### config.mk
export PLATFORM = sky130hd
export DESIGN_NAME = imem_loader
export DESIGN_NICKNAME = d
export VERILOG_FILES = /design/src/rtl/imem_loader.sv
export SDC_FILE = /design/constraint.sdc
export NUM_CORES = 1
export LEC_CHECK = 0
export CAP_MARGIN = 10
export CORE_MARGIN = 10
export CORE_UTILIZATION = 47
export CTS_BUF_LIST = sky130_fd_sc_hd__clkbuf_8
export CTS_CLUSTER_DIAMETER = 150
export DETAILED_ROUTE_END_ITERATION = 16
export PLACE_DENSITY = 0.87
export SYNTH_ARGS = -nofsm -noshare
export SYNTH_HDL_FRONTEND = slang
export SYNTH_SLANG_ARGS = --single-unit
### constraint.sdc
create_clock -name clock -period 2.7 [get_ports clock]
set_clock_uncertainty 0.15 [all_clocks]
set_input_delay 0.54 -clock clock [delete_from_list [all_inputs] [get_ports clock]]
set_output_delay 0.54 -clock clock [all_outputs]
set_load 0.01 [all_outputs]
### src/rtl/imem_loader.sv
// Purpose: assembles a byte-serial program image (16-bit BE word count + LE words) into instruction-memory writes.
// Latency: write strobe one cycle after the 4th byte of a word; done two cycles after the last byte (one for an empty image).
// Backpressure: in_ready drops for one bubble cycle per word (WRITE) and outside a load; stalled in_valid freezes progress.
//
// Ports:
//   clock, reset          rising-edge clock, synchronous active-high reset
//   start                 one-cycle load request, only honoured while idle
//   in_data/in_valid/in_ready   byte stream, transfer when in_valid & in_ready
//   wr_en/wr_addr/wr_data instruction memory write port (BASE_ADDR + 4*word_index)
//   cpu_hold              stalls fetch from the cycle after start through the done cycle
//   done/load_error       completion pulse, error when the image exceeded DEPTH words
//   words_loaded          words actually written by the last load
module imem_loader #(
  parameter int                    ADDR_WIDTH = 64,
  parameter logic [ADDR_WIDTH-1:0] BASE_ADDR  = '0,
  parameter int                    DEPTH      = 256
) (
  input  logic                  clock,
  input  logic                  reset,
  input  logic                  start,
  input  logic [7:0]            in_data,
  input  logic                  in_valid,
  output logic                  in_ready,
  output logic                  wr_en,
  output logic [ADDR_WIDTH-1:0] wr_addr,
  output logic [31:0]           wr_data,
  output logic                  cpu_hold,
  output logic                  done,
  output logic                  load_error,
  output logic [15:0]           words_loaded
);

  typedef enum logic [2:0] {
    S_IDLE,
    S_HDR0,
    S_HDR1,
    S_DATA,
    S_WRITE,
    S_DONE
  } state_t;

  localparam logic [31:0] DEPTH_W = 32'(DEPTH);

  state_t                state_q, state_d;
  logic [15:0]           n_q, n_d;
  logic [1:0]            byte_cnt_q, byte_cnt_d;
  logic [15:0]           word_idx_q, word_idx_d;
  logic [31:0]           asm_q, asm_d;
  logic                  ovf_q, ovf_d;
  logic                  wr_en_q, wr_en_d;
  logic [ADDR_WIDTH-1:0] wr_addr_q, wr_addr_d;
  logic [31:0]           wr_data_q, wr_data_d;
  logic                  cpu_hold_q, cpu_hold_d;
  logic                  done_q, done_d;
  logic                  load_error_q, load_error_d;
  logic [15:0]           words_loaded_q, words_loaded_d;
  logic                  xfer;
  logic [15:0]           words_min;

  assign in_ready = (state_q == S_HDR0) || (state_q == S_HDR1) || (state_q == S_DATA);
  assign xfer     = in_valid && in_ready;

  // Words actually written: the count is clipped at the memory depth.
  assign words_min = ({16'b0, n_q} > DEPTH_W) ? DEPTH_W[15:0] : n_q;

  always_comb begin
    state_d        = state_q;
    n_d            = n_q;
    byte_cnt_d     = byte_cnt_q;
    word_idx_d     = word_idx_q;
    asm_d          = asm_q;
    ovf_d          = ovf_q;
    wr_en_d        = 1'b0;
    wr_addr_d      = wr_addr_q;
    wr_data_d      = wr_data_q;
    words_loaded_d = words_loaded_q;

    case (state_q)
      S_IDLE: begin
        if (start) begin
          state_d        = S_HDR0;
          words_loaded_d = 16'd0;
          ovf_d          = 1'b0;
        end
      end
      S_HDR0: begin
        if (xfer) begin
          n_d[15:8] = in_data;
          state_d   = S_HDR1;
        end
      end
      S_HDR1: begin
        if (xfer) begin
          n_d[7:0]   = in_data;
          byte_cnt_d = 2'd0;
          word_idx_d = 16'd0;
          if ({n_q[15:8], in_data} == 16'd0) begin
            state_d        = S_DONE;
            words_loaded_d = 16'd0;
          end else begin
            state_d = S_DATA;
          end
        end
      end
      S_DATA: begin
        if (xfer) begin
          asm_d[{byte_cnt_q, 3'b000} +: 8] = in_data;
          byte_cnt_d = byte_cnt_q + 2'd1;
          if (byte_cnt_q == 2'd3) begin
            state_d = S_WRITE;
            // The write is launched here so the strobe lands in the WRITE cycle itself.
            if ({16'b0, word_idx_q} < DEPTH_W) begin
              wr_en_d   = 1'b1;
              wr_addr_d = BASE_ADDR + ADDR_WIDTH'({word_idx_q, 2'b00});
              wr_data_d = {in_data, asm_q[23:0]};
            end else begin
              ovf_d = 1'b1;
            end
          end
        end
      end
      S_WRITE: begin
        word_idx_d = word_idx_q + 16'd1;
        if ((word_idx_q + 16'd1) == n_q) begin
          state_d        = S_DONE;
          words_loaded_d = words_min;
        end else begin
          state_d = S_DATA;
        end
      end
      S_DONE: begin
        state_d = S_IDLE;
      end
      default: begin
        state_d = S_IDLE;
      end
    endcase

    // Registered status outputs follow the next state so they line up with it.
    cpu_hold_d   = (state_d != S_IDLE);
    done_d       = (state_d == S_DONE);
    load_error_d = (state_d == S_DONE) && ovf_d;
  end

  always_ff @(posedge clock) begin
    if (reset) begin
      state_q        <= S_IDLE;
      n_q            <= '0;
      byte_cnt_q     <= '0;
      word_idx_q     <= '0;
      asm_q          <= '0;
      ovf_q          <= 1'b0;
      wr_en_q        <= 1'b0;
      wr_addr_q      <= '0;
      wr_data_q      <= '0;
      cpu_hold_q     <= 1'b0;
      done_q         <= 1'b0;
      load_error_q   <= 1'b0;
      words_loaded_q <= '0;
    end else begin
      state_q        <= state_d;
      n_q            <= n_d;
      byte_cnt_q     <= byte_cnt_d;
      word_idx_q     <= word_idx_d;
      asm_q          <= asm_d;
      ovf_q          <= ovf_d;
      wr_en_q        <= wr_en_d;
      wr_addr_q      <= wr_addr_d;
      wr_data_q      <= wr_data_d;
      cpu_hold_q     <= cpu_hold_d;
      done_q         <= done_d;
      load_error_q   <= load_error_d;
      words_loaded_q <= words_loaded_d;
    end
  end

  assign wr_en        = wr_en_q;
  assign wr_addr      = wr_addr_q;
  assign wr_data      = wr_data_q;
  assign cpu_hold     = cpu_hold_q;
  assign done         = done_q;
  assign load_error   = load_error_q;
  assign words_loaded = words_loaded_q;

endmodule

==> results.md <==
* Finished Core Util at between 60% and 70%
* Synth top area cells: dfxtp_1 (45%), nand2_1 (9.7%), a21oi_1 (8.6%)
* Fraction of layout cells with a size suffix above 1 at about 14%
* Hold_buf cts at 0
* FFs w/ async S/R, synth at 0%
* Global-route congestion overflow total at 0
* Outcome: finished clean
* Placed wire-length estimate at between 10000 and 15000 um
* Core area at 0.0121 sq mm
* Layout Cells excl Fill at about 1000
* PD cells at 528 mW/mm^2
* Routed wire length at roughly 16000 um
* Num CTS Buffers at 17
* Most frequent cells after synthesis: nand2_1 (150), dfxtp_1 (130), a21oi_1 (100)
* Final net count at approximately 850
* Final period utilization at around 100%
* Synth area leader: dfxtp_1
* F_max at between 300 and 400 MHz
* Sequential-to-total area share from yosys stat at between 40% and 50%
* Worst setup SP type: register
* First-pass GRT wire length at around 25000 um
* Sw power at about 940 uW
* Synth unique cells at 48
* Clk sinks at 130
* Total Power at between 3 and 4 mW
* Synth Register Bits at 130
* Final setup vio count at 0
* DR pass1 iterations at 5
* Max Slew Vio Count at 0
* Mapped cell area at roughly 0.0058 sq mm
* Routed vias/inst at between 5 and 6
* Std-Cell Rows at 40
* Vias in the first global route at between 5000 and 6000
* Port Buffers at 80
* Die Ht at 131 um
* Number of enable flip-flop cells after synthesis at 0
* Leakage power at between 2 and 3 nW
* GR Util All Layers at between 15 and 20%
* Crit path DAT at 2.88 ns
* Yosys Warn Count at 0
* Crit path capture type: register
* Antenna viol nets, final at 0
* Post-route DRC at 0
* Clk_lat worst skew at 0.45 ns
* Maximum clock insertion buffer count at 2
* Worst-path clk slew at about 0.07 ns
* Initial antenna violation count at 1
* Syn avg cell area at ~8 sq um
* Share of the synthesized area in the top cell type at ~45%
* Min cycle time layout at between 2 and 3 ns
* Die X at between 100 and 150 um
* Initial Utilization at ~48%
* Full die area at 0.0172 sq mm
* TNS Setup at 0 ns
* Clk root buf: clkbuf_8
* Area grow syn2layout at 29.0%
* Hold WS at about 0.3 ns
* TritonCTS clock tree: built
* CP Class: reg -> reg
* Clock network fraction of total power at between 40 and 50%
* Comb power frac at between 6 and 7%
* Top-count cell post-synth: nand2_1
* Vias at between 5000 and 6000
* Hold Fails Final Rpt at 0
* Worst Hold Class: in -> reg
* Final WS setup at 0.0627 ns
* Slew headroom at 49.0%
* Pre-CTS setup slack at -0.00644 ns
* Worst vdd ir at 0.270 mV
* Largest net degree at the start of global routing at 75
* Drt wl/cell at 15.7 um
* Int Pwr at just over 3 mW
* Placed Area at about 0.007 sq mm
* CP max FO at 7
* Prevailing post-synth register cell: dfxtp_1
* Worst Path Required at 2.95 ns
* Seq pwr share at 49.3%
* Htree depth at 4
* Max Cap Viol at 0
* DR iter-0 viols at between 500 and 600
* Worst Max-Slew Pin Slew at approximately 0.77 ns
* Ant. Diodes at 0
* Mapped Cells at about 730
* Design area at approximately 0.0075 sq mm
* RD Place Congestion at approximately 0.9
* Placed cell count at ~980
* Switching Share at a little under a quarter
* Ports at roughly 130
==> final timing paths <==
check | startpoint | endpoint | slack [ns] | depth (start not counted)
max reg2reg | word_idx_q[9] | words_loaded[14] | 0.06 | 10
min | reset | wr_data[30] | 0.30 | 2
max | word_idx_q[9] | words_loaded[14] | 0.06 | 10
min reg2reg | asm_q[0] | asm_q[0] | 0.30 | 2
==> critical path, cell delays in order, from the launching register on <==
cell and delay (ns):
dfxtp_1 0.40, nand3_1 0.17, or4_4 0.46, buf_4 0.16, o21ai_0 0.34, a21oi_4 0.11
nand4_4 0.12, o21ai_4 0.09, a21oi_4 0.27, clkbuf_16 0.19, and2_1 0.12
==> layer usage <==
layer  vias up  GRT usage, %  part of all wire, %
met4         2          6.19                  1.8
met2       258          27.3                   47
met5         -             0                 0.21
met1      2477          21.2                   42
met3        31          6.25                  9.4
li1       2586             -                    -
==> layout by cell type (no fill, tap or decap), types with 10 or more instances in the layout <==
cell type        netlist  layout
nand2_1              150     150
dfxtp_1              130     124
a21oi_1              100      99
clkdlybuf4s50_1        0      79
buf_4                 51      53
conb_1                 1      48
nor2_1                48      47
nand3_1               41      39
clkbuf_8               0      21
o21ai_0               17      17
and2_1                16      16
xnor2_1               15      15
inv_1                  8      11
nor4_1                12      10
mux2i_1               10      10
==> state kept, by name, indices dropped and copies added, names as in the netlist, 2 cells and up <==
register	cells
wr_data	32
asm_q	24
n_q	16
word_idx_q	16
words_loaded	16
wr_addr	16
state_q	3
byte_cnt_q	2
==> logic make-up (layout without fill, tap and decap cells) <==
kind of cell    Yosys count  in the layout  synth area share, %
compound gates          145            145                 14.1
xor+xnor                 20             20                 3.01
fa+ha+maj                 6              6                 1.29
buf+inv                 104            178                 10.2
flops                   130            130                 44.8
mux                      10             10                 1.72
other cells               1             48               0.0645
simple gates            312            312                 24.8
==> power groups by stage <==
stage	clock (mW)	sequential, mW	combinational (mW)
after global placement	0	1.99	0.230
after CTS	1.76	1.95	0.235
after detailed placement	0	1.99	0.232
final	1.75	1.95	0.256
after global routing	1.84	1.95	0.279
after floorplan	0	1.99	0.197
==> layout make-up <==
| cell class | count | area [sq um] |
|---|---|---|
| Tap cell | 168 | 210 |
| Fill cell | 1002 | 4570 |
| Inverter | 8 | 30.0 |
| Sequential cell | 130 | 2610 |
| Multi-Input combinational cell | 541 | 2910 |
| Clock inverter | 11 | 136 |
| Timing Repair Buffer | 138 | 1310 |
| Clock buffer | 21 | 289 |
==> timing repair <==
| item | CTS | global route |
|---|---|---|
| gates resized for setup | 2 | 22 |
| setup buffers | 0 | 1 |
| endpoints found under the setup margin | 9 | 19 |
| gates cloned | 0 | 1 |
| pin swaps | 1 | 10 |
Power figures use the tool's default switching activity.
